File: src/rtl/mem_access_unit.sv
// MEM-stage data-memory access engine: decodes load/store ops, runs a
// req/ack transaction on a big-endian data bus, stalls the pipe while the
// access is in flight, and forwards load/ALU results towards MEM/WB.

package mem_access_pkg;
  localparam logic [7:0] EXE_NOP_OP = 8'b0000_0000;
  localparam logic [7:0] EXE_LB_OP  = 8'b1110_0000;
  localparam logic [7:0] EXE_LH_OP  = 8'b1110_0001;
  localparam logic [7:0] EXE_LW_OP  = 8'b1110_0011;
  localparam logic [7:0] EXE_LBU_OP = 8'b1110_0100;
  localparam logic [7:0] EXE_LHU_OP = 8'b1110_0101;
  localparam logic [7:0] EXE_SB_OP  = 8'b1110_1000;
  localparam logic [7:0] EXE_SH_OP  = 8'b1110_1001;
  localparam logic [7:0] EXE_SW_OP  = 8'b1110_1011;

  typedef enum logic [1:0] {
    ST_IDLE = 2'd0,
    ST_BUSY = 2'd1,
    ST_DONE = 2'd2
  } state_t;
endpackage

module mem_access_unit
  import mem_access_pkg::*;
#(
  parameter int ACK_TIMEOUT = 255
) (
  input  logic        clk,
  input  logic        rst,
  input  logic [5:0]  stall,
  input  logic [4:0]  mem_wd,
  input  logic        mem_wreg,
  input  logic [31:0] mem_wdata,
  input  logic [31:0] mem_hi,
  input  logic [31:0] mem_lo,
  input  logic        mem_whilo,
  input  logic [7:0]  mem_aluop,
  input  logic [31:0] mem_mem_addr,
  input  logic [31:0] mem_reg2,
  output logic        dbus_req,
  output logic        dbus_we,
  output logic [31:0] dbus_addr,
  output logic [3:0]  dbus_sel,
  output logic [31:0] dbus_wdata,
  input  logic        dbus_ack,
  input  logic [31:0] dbus_rdata,
  output logic [4:0]  wb_wd,
  output logic        wb_wreg,
  output logic [31:0] wb_wdata,
  output logic [31:0] wb_hi,
  output logic [31:0] wb_lo,
  output logic        wb_whilo,
  output logic        stallreq_mem,
  output logic        align_err,
  output logic        bus_err
);

  localparam int CW = (ACK_TIMEOUT > 1) ? $clog2(ACK_TIMEOUT + 1) : 1;
  localparam logic [CW-1:0] TO_LAST = (ACK_TIMEOUT > 0) ? CW'(ACK_TIMEOUT - 1) : '0;

  state_t        state_q, state_d;
  logic [CW-1:0] cnt_q;
  logic [31:0]   rdata_q;
  logic          aborted_q;

  logic          is_load, is_store, need_half, need_word;
  logic          misaligned, access_ok;
  logic [1:0]    byte_off;
  logic [3:0]    sel_d;
  logic [31:0]   wdata_d;
  logic          issue, ack_done, timed_out, timeout_hit;
  logic [7:0]    lane_byte;
  logic [15:0]   lane_half;
  logic [31:0]   load_data;

  // Only the MEM/WB hold bit of the stall vector matters here.
  logic unused_stall_bits;
  assign unused_stall_bits = ^{stall[5], stall[3:0]};

  assign byte_off = mem_mem_addr[1:0];

  // Decode the op into load/store class and the alignment it needs.
  // NOTE: every always_comb output gets a default first so no path can infer a latch.
  always_comb begin
    is_load   = 1'b0;
    is_store  = 1'b0;
    need_half = 1'b0;
    need_word = 1'b0;
    case (mem_aluop)
      EXE_LB_OP, EXE_LBU_OP: is_load = 1'b1;
      EXE_LH_OP, EXE_LHU_OP: begin is_load = 1'b1;  need_half = 1'b1; end
      EXE_LW_OP:             begin is_load = 1'b1;  need_word = 1'b1; end
      EXE_SB_OP:             is_store = 1'b1;
      EXE_SH_OP:             begin is_store = 1'b1; need_half = 1'b1; end
      EXE_SW_OP:             begin is_store = 1'b1; need_word = 1'b1; end
      default: ;
    endcase
  end

  assign misaligned = (need_half & mem_mem_addr[0]) | (need_word & (byte_off != 2'b00));
  assign access_ok  = (is_load | is_store) & ~misaligned;
  assign align_err  = misaligned;

  // Big-endian lane enables and replicated store data for the pending access.
  always_comb begin
    sel_d   = 4'b1000 >> byte_off;
    wdata_d = {4{mem_reg2[7:0]}};
    if (need_word) begin
      sel_d   = 4'b1111;
      wdata_d = mem_reg2;
    end else if (need_half) begin
      sel_d   = byte_off[1] ? 4'b0011 : 4'b1100;
      wdata_d = {2{mem_reg2[15:0]}};
    end
  end

  assign timeout_hit = (ACK_TIMEOUT != 0) && (cnt_q == TO_LAST);

  // FSM state register.
  // NOTE: sequential state uses non-blocking assignments so all registers update together.
  always_ff @(posedge clk or posedge rst) begin
    if (rst) state_q <= ST_IDLE;
    else     state_q <= state_d;
  end

  // Next-state decode; ack takes priority over a timeout on the same edge.
  always_comb begin
    state_d   = state_q;
    issue     = 1'b0;
    ack_done  = 1'b0;
    timed_out = 1'b0;
    case (state_q)
      ST_IDLE: if (access_ok) begin issue = 1'b1; state_d = ST_BUSY; end
      ST_BUSY: begin
        if (dbus_ack) begin
          ack_done = 1'b1;
          state_d  = ST_DONE;
        end else if (timeout_hit) begin
          timed_out = 1'b1;
          state_d   = ST_DONE;
        end
      end
      ST_DONE: if (!stall[4]) state_d = ST_IDLE;
      default: state_d = ST_IDLE;
    endcase
  end

  assign stallreq_mem = ((state_q == ST_IDLE) && access_ok) || (state_q == ST_BUSY);

  // Bus registers, timeout counter, read latch and error flags.
  always_ff @(posedge clk or posedge rst) begin
    if (rst) begin
      dbus_req   <= 1'b0;
      dbus_we    <= 1'b0;
      dbus_addr  <= '0;
      dbus_sel   <= '0;
      dbus_wdata <= '0;
      cnt_q      <= '0;
      rdata_q    <= '0;
      aborted_q  <= 1'b0;
      bus_err    <= 1'b0;
    end else begin
      bus_err <= timed_out;
      if (issue) begin
        dbus_req   <= 1'b1;
        dbus_we    <= is_store;
        dbus_addr  <= {mem_mem_addr[31:2], 2'b00};
        dbus_sel   <= sel_d;
        dbus_wdata <= wdata_d;
        cnt_q      <= '0;
        aborted_q  <= 1'b0;
      end
      if (state_q == ST_BUSY) cnt_q <= cnt_q + CW'(1);
      if (ack_done) begin
        dbus_req <= 1'b0;
        rdata_q  <= dbus_rdata;
      end
      if (timed_out) begin
        dbus_req  <= 1'b0;
        aborted_q <= 1'b1;
      end
    end
  end

  // Extract and extend the addressed byte/half from the latched word.
  always_comb begin
    case (byte_off)
      2'd0:    lane_byte = rdata_q[31:24];
      2'd1:    lane_byte = rdata_q[23:16];
      2'd2:    lane_byte = rdata_q[15:8];
      default: lane_byte = rdata_q[7:0];
    endcase
    lane_half = byte_off[1] ? rdata_q[15:0] : rdata_q[31:16];
    case (mem_aluop)
      EXE_LB_OP:  load_data = {{24{lane_byte[7]}}, lane_byte};
      EXE_LBU_OP: load_data = {24'h0, lane_byte};
      EXE_LH_OP:  load_data = {{16{lane_half[15]}}, lane_half};
      EXE_LHU_OP: load_data = {16'h0, lane_half};
      default:    load_data = rdata_q;
    endcase
  end

  // Result mux towards MEM/WB: passthrough unless a load or a rejected access.
  always_comb begin
    wb_wd    = mem_wd;
    wb_wreg  = mem_wreg;
    wb_wdata = mem_wdata;
    wb_hi    = mem_hi;
    wb_lo    = mem_lo;
    wb_whilo = mem_whilo;
    if (misaligned) begin
      wb_wreg = 1'b0;
    end else if (is_load) begin
      wb_wdata = load_data;
      wb_wreg  = ((state_q == ST_DONE) && !aborted_q) ? mem_wreg : 1'b0;
    end
  end

endmodule

File: config.mk
export PLATFORM = sky130hd
export DESIGN_NAME = mem_access_unit
export DESIGN_NICKNAME = d
export VERILOG_FILES = /design/src/rtl/mem_access_unit.sv
export SDC_FILE = /design/constraint.sdc
export NUM_CORES = 1
export LEC_CHECK = 0
export CELL_PAD_IN_SITES_DETAIL_PLACEMENT = 1
export CELL_PAD_IN_SITES_GLOBAL_PLACEMENT = 1
export CORE_UTILIZATION = 24
export DETAILED_ROUTE_END_ITERATION = 7
export PLACE_DENSITY_LB_ADDON = 0.05
export SLEW_MARGIN = 5
export SYNTH_ARGS = -nofsm -noshare
export SYNTH_HDL_FRONTEND = slang
export SYNTH_SLANG_ARGS = --single-unit
File: constraint.sdc
create_clock -name clk -period 3.35 [get_ports clk]
set_input_delay 0.67 -clock clk [delete_from_list [all_inputs] [get_ports clk]]
set_output_delay 0.67 -clock clk [all_outputs]
set_load 0.02 [all_outputs]
==> results of run 1 <==
==> Yosys cell counts, types with 4 or more instances <==
cell,n
sky130_fd_sc_hd__o21ai_1,11
sky130_fd_sc_hd__buf_2,24
sky130_fd_sc_hd__o22ai_1,15
sky130_fd_sc_hd__nor3_1,4
sky130_fd_sc_hd__inv_1,8
sky130_fd_sc_hd__and3_1,5
sky130_fd_sc_hd__nor2_1,49
sky130_fd_sc_hd__o21ai_0,38
sky130_fd_sc_hd__a211oi_1,17
sky130_fd_sc_hd__nand2_1,168
sky130_fd_sc_hd__a21o_1,4
sky130_fd_sc_hd__buf_4,75
sky130_fd_sc_hd__a2bb2oi_1,7
sky130_fd_sc_hd__mux2i_1,24
sky130_fd_sc_hd__nor2b_1,4
sky130_fd_sc_hd__mux2_2,38
sky130_fd_sc_hd__a221oi_1,9
sky130_fd_sc_hd__nand2b_1,11
sky130_fd_sc_hd__dfrtp_1,112
sky130_fd_sc_hd__o22a_1,8
sky130_fd_sc_hd__nand3_1,5
sky130_fd_sc_hd__a21oi_1,15
sky130_fd_sc_hd__clkbuf_1,18
==> cell families after synthesis <==
family	Yosys count	synth area share
and+or+nand+nor	259	0.174
muxes	64	0.111
AOI/OAI and AO/OA	140	0.145
buffers and inverters	127	0.124
xor gates and xnor gates	3	0.00410
adders and majority gates	2	0.00390
other	1	0.000584
DFF	112	0.437
==> area by class of cell <==
type,count,area [um^2]
Clock inverter,6,85.1
Sequential cell,112,2800
Clock buffer,10,229
Timing Repair Buffer,296,2830
Inverter,8,33.8
Multi-Input combinational cell,470,2970
Tap cell,335,419
Fill cell,3000,16800
Antenna cell,3,7.51
==> layer usage <==
layer | part of all wire | wire, um
met3 | 0.075 | 1790
met4 | 0.019 | 442
met2 | 0.49 | 11600
met1 | 0.42 | 9990
met5 | 0 | 0
==> state kept, by name, indices dropped and copies added, names as in the netlist <==
| signal | cells |
|---|---|
| state_q | 2 |
| dbus_we | 1 |
| cnt_q | 8 |
| dbus_addr | 30 |
| dbus_wdata | 32 |
| dbus_req | 1 |
| aborted_q | 1 |
| bus_err | 1 |
| dbus_sel | 4 |
| rdata_q | 32 |
==> repair_timing <==
action / 4_1_cts / 5_1_grt
gates resized for setup: 157 / 24
pin swaps: 2 / 3
gates cloned: 0 / 2
endpoints found under the setup margin: 34 / 22
setup buffers: 0 / 3
==> worst max-delay path: stages <==
cell and delay (ns):
sky130_fd_sc_hd__clkdlybuf4s50_1 0.45, sky130_fd_sc_hd__or3_4 0.48, sky130_fd_sc_hd__buf_4 0.22, sky130_fd_sc_hd__a221oi_2 0.35
sky130_fd_sc_hd__a21oi_1 0.11, sky130_fd_sc_hd__clkdlybuf4s15_2 0.26
==> stage by stage <==
stage | setup WS, ns | TNS (ns)
final | 0.136 | 0
after global routing | 0.0493 | 0
after CTS | -0.0703 | -0.176
after detailed placement | -0.488 | -13.05
after global placement | -0.469 | -12.94
after floorplan | 0.497 | 0
==> report_power, final <==
part / total [uW] / switching (uW) / internal [uW]
Sequential: 2100 / 359 / 1740
Combinational: 1780 / 838 / 941
Clock: 1170 / 568 / 602
==> how the worst min path moves through the flow <==
| stage | to | slack (ns) |
|---|---|---|
| 2_1_floorplan | cnt_q[7] | 0.44 |
| 3_3_place_gp | aborted_q | 0.46 |
| 3_5_place_dp | aborted_q | 0.46 |
| 4_1_cts | aborted_q | 0.48 |
| 5_1_grt | aborted_q | 0.49 |
| 6_report | aborted_q | 0.48 |
==> impl_metrics.yaml, run 1 <==
pwr:
  power.density_cell_area_nw_per_um2: 538
  design_power_total_uw: 5050
  power.static_leakage_uw: 0.00408
  power.ir.vdd_worst_mv: 0.298
routing:
  detail_route.first_pass.iterations: 6
  postRouteAntennaNets: 0
  routed_wire_length_per_instance_um: 19.2
  number_of_design_rule_violations_left_after_detail_routing: 120
  wl_mm: 23.8
  vias: 5729
  detail_route.iter0.violations: 308
  route.detailed.vias_per_inst: 4.62
clocking:
  cts_htree_levels: 3
  clkTransAtPathRegs_ns: 0.07
  cts_hold_buffers: 0
  cts.sinks: 112
  clock_tree.buffer_depth: 2
  cts_tree: "yes"
  root_buffer: "sky130_fd_sc_hd__clkbuf_16"
  tritoncts.num_buffers: 9
  clk-insertion-delay-late_ns: 0.36
timing:
  clock.fmax_ghz: 0.311
  final_min_period_over_clock_period: 0.959
  final_slew_viol_count: 0
  finalCriticalPeriod_ns: 3.21
  slew_headroom: 0.375
  unrepaired_setup_endpoints_after_global_routing: "false"
  timing_worst_slew_pin_value_ns: 0.938
  final_setup_vio_count: 0
  holdWs_ns: 0.480
  worst_clock_skew_ns: 0.0118
  hold_viol: 0
worst_setup_path:
  reg2reg_from: "state_q[0]"
  worst-path-max-fanout: 12
  critPathKind: "input pin to output port"
  worstRegToRegCells: 5
  setup.reg_to_reg.worst_slack_ns: 1.31
  critical_path.endpoint_type: "output port"
  worstPathRequired_ns: 2.68
  timing.critical_path.to: "wb_wdata[8]"
  crit_path_start: "mem_aluop[3]"
  element_type_at_the_critical_path_start: "input pin"
  worst-endpoint-arrival_ns: 2.54
  regToRegEndpoint: "rdata_q[29]"
final_layout:
  mostFrequentLayoutCells: "sky130_fd_sc_hd__clkdlybuf4s50_1 (202), sky130_fd_sc_hd__nand2_1 (167), sky130_fd_sc_hd__dfrtp_1 (112)"
  final_design_area_no_fill_um2: 9370
  drive_gt1_frac: 0.192
  final_nets: 1115
  most_common_cell_after_layout_fill_and_taps_aside: "sky130_fd_sc_hd__clkdlybuf4s50_1"
  final_cells: 1240
  post-route-util: 0.359
  synth_to_final_area_change_pct: 46.1
outcome:
  failed_checks: "design-rule violations"
  outcome: "complete, but fails checks"
global_route:
  grt_util_met1: 0.218
  via_count_of_the_first_global_routing_pass: 6117
  gr-total-overflow: 0
  layer_carrying_the_most_global_route_usage: "met2"
  number_of_antenna_violations_at_the_first_check_in_global_routing: 2
  grt_util_met3: 0.0450
  met2_usage: 0.279
  grtUsageTotal: 0.170
  grt_max_degree: 93
  grt_pass1_wl_mm: 35.3
synth:
  synthDominantCellAreaShare: 0.437
  synth-edff-count: 0
  synth_warnings: 0
  synth-seq-area-share: 0.437
  netlist_area_um2: 6420
  synth_area_leaders: "sky130_fd_sc_hd__dfrtp_1 (44%), sky130_fd_sc_hd__nand2_1 (9.8%), sky130_fd_sc_hd__buf_4 (8.8%), sky130_fd_sc_hd__mux2_2 (6.7%), sky130_fd_sc_hd__mux2i_1 (3.7%)"
  synthDistinctLibCells: 54
  synth.avg_cell_area_um2: 9.06
  postSynthRegisterBits: 112
  synth_cells: 708
  synth_top_cell_by_area: "sky130_fd_sc_hd__dfrtp_1"
  asyncSetResetFlopFracSynth: 1.00
  dominant_register_cell_in_the_synthesized_netlist: "sky130_fd_sc_hd__dfrtp_1"
floorplan:
  initial_utilization: 0.246
  die_h_um: 166
  placementRows: 59
  die_outline_area_um2: 27400
  fp.dieW_um: 166
  boundaryPins: 392
  core_um2: 26100
place:
  placed_cells: 1217
  post_dp_area_um2: 8970
  post-dp-hpwl_mm: 17.8
  finalWeightedCongestion: 0.784
  port_buffers: 244
worst_hold_path:
  whs_path_depth: 1
  worst_hold_path_type: "flop to flop"
  hold_path_startpoint: "aborted_q"
flow_run:
  reported_max_cap_violation_count: 0
Power figures use the tool's default switching activity.
==> run 2: changes to the inputs <==
--- a/config.mk
+++ b/config.mk
@@ -5,6 +5,7 @@
 export SDC_FILE = /design/constraint.sdc
 export NUM_CORES = 1
 export LEC_CHECK = 0
+export ABC_CLOCK_PERIOD_IN_PS = 3350
 export CELL_PAD_IN_SITES_DETAIL_PLACEMENT = 1
 export CELL_PAD_IN_SITES_GLOBAL_PLACEMENT = 1
 export CORE_UTILIZATION = 24
==> results of run 2 <==
Same layout as run 1: the final DEF is identical, and so are final timing and power.
